==> src/rtl/bmw_pkg.sv <==
// Shared definitions for the BMW PIFO tree push/pop units.
//   - push_state_e : push FSM states
//   - slot layout  : each slot is {cnt, meta, prio}, prio in the LSBs
//   - prio_sentinel: all-ones priority that marks an empty slot
//   - tree_cap     : total element capacity of an M-way, LEVEL-deep tree
package bmw_pkg;

    typedef enum logic {
        StIdle,
        StPush
    } push_state_e;

    localparam int unsigned PrioLsb = 0;

    function automatic int unsigned slot_width(input int unsigned ctw, input int unsigned mtw,
                                               input int unsigned ptw);
        return ctw + mtw + ptw;
    endfunction

    function automatic int unsigned meta_lsb(input int unsigned ptw);
        return ptw;
    endfunction

    function automatic int unsigned cnt_lsb(input int unsigned ptw, input int unsigned mtw);
        return ptw + mtw;
    endfunction

    // Right-aligned all-ones value; callers truncate to their priority width.
    function automatic logic [63:0] prio_sentinel(input int unsigned ptw);
        return {64{1'b1}} >> (64 - ptw);
    endfunction

    // Sum of M^k for k = 1..LEVEL, i.e. M*(M^LEVEL-1)/(M-1).
    function automatic int unsigned tree_cap(input int unsigned m, input int unsigned level);
        int unsigned acc;
        int unsigned pw;
        acc = 0;
        pw  = 1;
        for (int unsigned k = 0; k < level; k++) begin
            pw  = pw * m;
            acc = acc + pw;
        end
        return acc;
    endfunction

endpackage

==> src/rtl/bmw_min_sel.sv <==
// M-input argmin over W-bit unsigned values, purely combinational.
// Ties resolve to the lowest index.
//   i_vals : M packed values, value i at [i*W +: W]
//   o_idx  : index of the smallest value
module bmw_min_sel #(
    parameter int unsigned M = 4,
    parameter int unsigned W = 8
) (
    input  logic [M*W-1:0]         i_vals,
    output logic [$clog2(M)-1:0]   o_idx
);

    localparam int unsigned IW = $clog2(M);

    logic [W-1:0] best;

    always_comb begin
        o_idx = '0;
        best  = i_vals[0 +: W];
        for (int i = 1; i < M; i++) begin
            // Strict compare keeps the earlier index on a tie.
            if (i_vals[i*W +: W] < best) begin
                best  = i_vals[i*W +: W];
                o_idx = IW'(i);
            end
        end
    end

endmodule

==> src/rtl/push_rpu_mway.sv <==
// M-way push unit for the SRAM-backed BMW PIFO tree.
// Descends from the root, at each level picking the slot with the smallest
// subtree count; the carried element swaps in when it has strictly smaller
// priority and the descent stops at the first empty slot (or the leaf level).
//   i_clk, i_arst_n                 : clock, async active-low reset
//   i_push/i_push_data/o_push_ready : ingress handshake, data = {meta, prio}
//   i_pop_done                      : one pulse per element removed by the pop unit
//   o_count/o_full/o_overflow       : occupancy, full flag, dropped-push pulse
//   o_read*/i_read_data             : node SRAM read port, 1-cycle latency
//   o_write*                        : node SRAM write port
module push_rpu_mway
    import bmw_pkg::*;
#(
    parameter int unsigned PTW   = 16,
    parameter int unsigned MTW   = 8,
    parameter int unsigned CTW   = 8,
    parameter int unsigned M     = 4,
    parameter int unsigned LEVEL = 3,
    parameter int unsigned ADW   = 16,
    parameter int unsigned OCW   = 16
) (
    input  logic                              i_clk,
    input  logic                              i_arst_n,
    input  logic                              i_push,
    input  logic [MTW+PTW-1:0]                i_push_data,
    output logic                              o_push_ready,
    input  logic                              i_pop_done,
    output logic [OCW-1:0]                    o_count,
    output logic                              o_full,
    output logic                              o_overflow,
    output logic                              o_read,
    output logic [$clog2(LEVEL)-1:0]          o_read_level,
    output logic [ADW-1:0]                    o_read_addr,
    input  logic [M*(CTW+MTW+PTW)-1:0]        i_read_data,
    output logic                              o_write,
    output logic [$clog2(LEVEL)-1:0]          o_write_level,
    output logic [ADW-1:0]                    o_write_addr,
    output logic [M*(CTW+MTW+PTW)-1:0]        o_write_data
);

    localparam int unsigned SW     = slot_width(CTW, MTW, PTW);
    localparam int unsigned KW     = MTW + PTW;
    localparam int unsigned IW     = $clog2(M);
    localparam int unsigned LW     = $clog2(LEVEL);
    localparam int unsigned CntLsb = cnt_lsb(PTW, MTW);
    localparam int unsigned CAP    = tree_cap(M, LEVEL);

    localparam logic [PTW-1:0] Sentinel  = PTW'(prio_sentinel(PTW));
    localparam logic [OCW-1:0] CapCount  = OCW'(CAP);
    localparam logic [LW-1:0]  LastLevel = LW'(LEVEL - 1);

    push_state_e      state_q, state_d;
    logic [LW-1:0]    level_q, level_d;
    logic [ADW-1:0]   addr_q, addr_d;
    logic [KW-1:0]    carry_q, carry_d;
    logic [OCW-1:0]   count_q, count_d;

    logic [M*CTW-1:0] slot_cnts;
    logic [IW-1:0]    sel_idx;
    logic [31:0]      sel_base;
    logic [SW-1:0]    sel_slot;
    logic [PTW-1:0]   slot_prio;
    logic [KW-1:0]    slot_key;
    logic [CTW-1:0]   slot_cnt;
    logic [SW-1:0]    new_slot;
    logic [ADW-1:0]   child_addr;

    logic is_push, slot_empty, take, last, done, full, accept;

    always_comb begin
        slot_cnts = '0;
        for (int i = 0; i < M; i++) begin
            slot_cnts[i*CTW +: CTW] = i_read_data[i*SW + CntLsb +: CTW];
        end
    end

    bmw_min_sel #(
        .M (M),
        .W (CTW)
    ) u_min_sel (
        .i_vals (slot_cnts),
        .o_idx  (sel_idx)
    );

    assign sel_base  = 32'(sel_idx) * SW;
    assign sel_slot  = i_read_data[sel_base +: SW];
    assign slot_prio = sel_slot[PrioLsb +: PTW];
    assign slot_key  = sel_slot[KW-1:0];
    assign slot_cnt  = sel_slot[CntLsb +: CTW];

    assign is_push    = (state_q == StPush);
    assign slot_empty = (slot_prio == Sentinel);
    // Strictly smaller wins, so equal priorities keep arrival order.
    assign take       = slot_empty | (carry_q[PTW-1:0] < slot_prio);
    assign last       = (level_q == LastLevel);
    assign done       = is_push & (slot_empty | last);

    assign full         = (count_q == CapCount);
    assign o_push_ready = ~full & (~is_push | done);
    assign accept       = i_push & o_push_ready;

    assign o_full     = full;
    assign o_overflow = i_push & full;
    assign o_count    = count_q;

    assign new_slot   = {slot_cnt + CTW'(1), take ? carry_q : slot_key};
    assign child_addr = (addr_q << IW) | ADW'(sel_idx);

    assign o_write       = is_push;
    assign o_write_level = level_q;
    assign o_write_addr  = addr_q;

    always_comb begin
        o_write_data = i_read_data;
        o_write_data[sel_base +: SW] = new_slot;
    end

    always_comb begin
        state_d      = state_q;
        level_d      = level_q;
        addr_d       = addr_q;
        carry_d      = carry_q;
        o_read       = 1'b0;
        o_read_level = '0;
        o_read_addr  = '0;

        if (is_push && !done) begin
            o_read       = 1'b1;
            o_read_level = level_q + LW'(1);
            o_read_addr  = child_addr;
            level_d      = level_q + LW'(1);
            addr_d       = child_addr;
            if (take) begin
                carry_d = slot_key;
            end
        end else if (done) begin
            state_d = StIdle;
        end

        // Accept only happens in IDLE or the terminating cycle, so it never
        // collides with a descent read.
        if (accept) begin
            o_read       = 1'b1;
            o_read_level = '0;
            o_read_addr  = '0;
            state_d      = StPush;
            level_d      = '0;
            addr_d       = '0;
            carry_d      = i_push_data;
        end
    end

    always_comb begin
        count_d = count_q;
        if (accept && !i_pop_done) begin
            count_d = count_q + OCW'(1);
        end else if (!accept && i_pop_done && (count_q != '0)) begin
            count_d = count_q - OCW'(1);
        end
    end

    always_ff @(posedge i_clk or negedge i_arst_n) begin
        if (!i_arst_n) begin
            state_q <= StIdle;
            level_q <= '0;
            addr_q  <= '0;
            carry_q <= '0;
            count_q <= '0;
        end else begin
            state_q <= state_d;
            level_q <= level_d;
            addr_q  <= addr_d;
            carry_q <= carry_d;
            count_q <= count_d;
        end
    end

endmodule

==> config.mk <==
export PLATFORM = sky130hd
export DESIGN_NAME = push_rpu_mway
export DESIGN_NICKNAME = d
export VERILOG_FILES = /design/src/rtl/bmw_pkg.sv /design/src/rtl/bmw_min_sel.sv /design/src/rtl/push_rpu_mway.sv
export SDC_FILE = /design/constraint.sdc
export NUM_CORES = 1
export LEC_CHECK = 0
export CAP_MARGIN = 20
export CORE_AREA = 2 2 131 133
export DETAILED_ROUTE_END_ITERATION = 16
export DIE_AREA = 0 0 133 135
export DONT_BUFFER_PORTS = 1
export SLEW_MARGIN = 0
export SYNTH_ARGS = -nofsm -noshare
export SYNTH_HDL_FRONTEND = slang
export SYNTH_SLANG_ARGS = --single-unit
==> constraint.sdc <==
create_clock -name i_clk -period 26.4 [get_ports i_clk]
set_input_delay 5.28 -clock i_clk [delete_from_list [all_inputs] [get_ports i_clk]]
set_output_delay 5.28 -clock i_clk [all_outputs]
set_load 0.01 [all_outputs]
==> impl_metrics.ini <==
[run_status]
status = completed

[timing]
fin_skew_ps = 9.61
tns_ps = 0
rsz0062_at_grt = false
tightest_slew_ps = 1160
setup_viol = 0
fmax_mhz = 49.4
worst_slack_ps = 6180
min_period_ps = 20220
post-route-period-util_pct = 76.6
hold_violations = 0
relSlewSlack_pct = 22.0
slew_violations = 0

[synth]
syn-num-nets = 1147
synth-async-reset-ratio_pct = 100
synth_warnings = 0
syn_area_per_cell_um2 = 8.08
synth_mux_area_share_pct = 10.2
synth_top_family_by_area = compound AO/OA/AOI/OAI gates
synthSimpleGateAreaFrac_pct = 15.6
syn-cell-area_um2 = 7520
synthXorXnorAreaFrac_pct = 1.75
synth.distinct_cells = 77
synth_compound_area_share_pct = 35.1
yosysSeqAreaShare_pct = 19.6
synth_edf_count = 0
synthAdderAreaFrac_pct = 10.1
synth-main-ff-cell = dfrtp_1
syn_inst = 931
ys_ff_latch = 59

[floorplanning]
initial_core_util_pct = 45.8
coreArea_um2 = 16400
io_pins = 341
dieWidth_um = 133
die_h_um = 135
fp-row-count = 47
dieArea_um2 = 18000

[grt]
grt_first_pass_wirelength_mm = 46.1
grt_max_degree = 60
overflow = 0
antenna_found_initial = 0
grt_util_all_layers_pct = 33.7
grt_pass1_vias = 7533

[power_and_ir_drop]
sw_frac_of_total_pct = 53.6
combPwrFrac_pct = 71.2
irDropWorstVdd_v = 0.0000840
p_int_uw = 546
powerDensity_nw_per_um2 = 148
clkPwrFrac_pct = 11.8
sequentialPowerShare_pct = 17.1
p_leak_uw = 0.00350
power_switching_uw = 631

[setup_path]
critPathMostFrequentCell = a21oi_1
rrSetupSlack_ps = 20740
worstPathRequired_ps = 21120
r2r_end = o_count[15]
reg2reg_from = o_count[8]
critPathKind = in -> out
slowest_delay_ps = 810
end_kind = primary output
crit_fanout = 27
critPathArrivalTime_ps = 14940
start_kind = input pin
rr_worst_depth = 18
slowest_stage = o31a_1

[hold_path]
whs_path_depth = 1
worstHoldStart = o_write_addr[15]
min_path_type = reg -> reg
worst_hold_path.endpoint = o_write_addr[15]

[clock_network]
path_clk_slew_ps = 50
cts_resized = 0
cts_tree = done
hold_buffers = 0
postCtsSetupBuffers = 0
clockRootBuffer = clkbuf_16
insertion_delay_ps = 340
cts_sinks = 59
htreeDepth = 3
cts_max_path_buffers = 2
cts_made_buffers = 9

[placement]
dp_cells = 1105
portBuffers = 0
post-place-ws_ps = 6410
gp_congestion = 1.01
dp_hpwl_mm = 24.0

[layout]
fin_nets = 1112
final_cell_count_no_fill = 1121
layout-drive-gt1-share_pct = 9.43
diodes = 0
area_growth_pct = 6.07
layout_commonest_cell = nand2_1
final_cell_mix = nand2_1, o2bb2ai_1, inv_1

[routing]
postRouteAntennaNets = 0
route.detailed.drc = 0
firstDrtPassIters = 7
avgViaCountPerCell = 6.95
wirelength_mm = 31.0
wire_per_inst_um = 27.7
drt_iter0_markers = 721
vias = 7787

[run]
maxCapViolations = 0
==> area by class of cell <==
type | count | area, um2
clock buffers | 11 | 243
clock inverters | 5 | 100
fillers | 1615 | 8430
inverters | 77 | 294
multi-input cells | 736 | 5490
flip-flops and latches | 59 | 1480
well taps | 220 | 275
repair buffers | 13 | 97.6
==> stage by stage <==
| stage | total power [uW] | utilization (%) | cell area, um2 | hold slack, ps |
|---|---|---|---|---|
| floorplan | 839 | - | 7520 | 518 |
| global placement | 1020 | 46.5 | 7630 | 537 |
| detailed placement | 1030 | 46.5 | 7630 | 545 |
| CTS | 1170 | 48.6 | 7980 | 557 |
| global route | 1260 | 48.6 | 7980 | 582 |
| finish | 1180 | 48.6 | 7980 | 561 |
==> metal layers <==
layer | GRT usage, % | up-vias | routed length [um]
met5 | 0 | - | 0
met4 | 15.7 | 0 | 1310
met3 | 10.8 | 85 | 3670
met2 | 52.4 | 529 | 13800
met1 | 42.6 | 3736 | 12300
li1 | - | 3437 | -
==> logic make-up after synthesis <==
kind of cell,after synthesis
AOI/OAI and AO/OA,367
and+or+nand+nor,236
buffers and inverters,136
adders and majority gates,60
DFF,59
muxes,58
xor gates and xnor gates,15
==> worst max path at each step <==
stage	startpoint	end	slack [ps]
after floorplan	i_read_data[31]	o_write_data[13]	8180
after global placement	i_read_data[31]	o_write_data[8]	6750
after detailed placement	i_read_data[31]	o_write_data[8]	6410
after CTS	i_read_data[31]	o_write_data[97]	6400
after global routing	i_read_data[29]	o_write_data[96]	5220
final	i_read_data[31]	o_write_data[8]	6180
==> flip-flops by register name, indices dropped and copies added, names as in the netlist <==
signal         flops
carry_q           24
o_count           16
o_write            1
o_write_addr      16
o_write_level      2
==> worst max-delay path: cells and delay by family <==
family | cells | cell delay (ps)
AO/OA/AOI/OAI | 19 | 5060
buffers and inverters | 3 | 660
adder cells (fa/ha/maj) | 4 | 1350
AND/OR/NAND/NOR | 6 | 2090
multiplexers | 1 | 470
==> power by group through the flow <==
stage	sequential, uW	combinational (uW)	clock [uW]
after floorplan	187	652	0
after global placement	202	817	0
after detailed placement	202	824	0
after CTS	201	828	140
after global routing	208	905	145
final	201	838	138
==> cell usage after synthesis (6+ instances only) <==
cell type | number | area [um2]
a21boi_0 | 9 | 67.6
a21o_1 | 34 | 255
a21oi_1 | 38 | 190
a31o_2 | 7 | 61.3
a31oi_1 | 8 | 50.1
and2_1 | 19 | 119
and3_1 | 9 | 56.3
buf_2 | 7 | 35.0
clkbuf_1 | 47 | 176
dfrtp_1 | 59 | 1480
ha_1 | 59 | 738
inv_1 | 73 | 274
mux2_4 | 7 | 105
mux2i_1 | 26 | 260
mux2i_2 | 9 | 124
mux2i_4 | 9 | 203
nand2_1 | 92 | 345
nand3_1 | 17 | 85.1
nand4_1 | 9 | 56.3
nor2_1 | 39 | 146
nor2b_1 | 9 | 56.3
nor3_1 | 11 | 55.1
o21a_1 | 10 | 75.1
o21ai_0 | 49 | 245
o21ai_1 | 9 | 45.0
o22ai_1 | 61 | 382
o2bb2ai_1 | 85 | 744
o311ai_0 | 8 | 70.1
or2_2 | 6 | 37.5
xnor2_1 | 11 | 96.3
No activity file was read; power rests on OpenSTA's default activity.
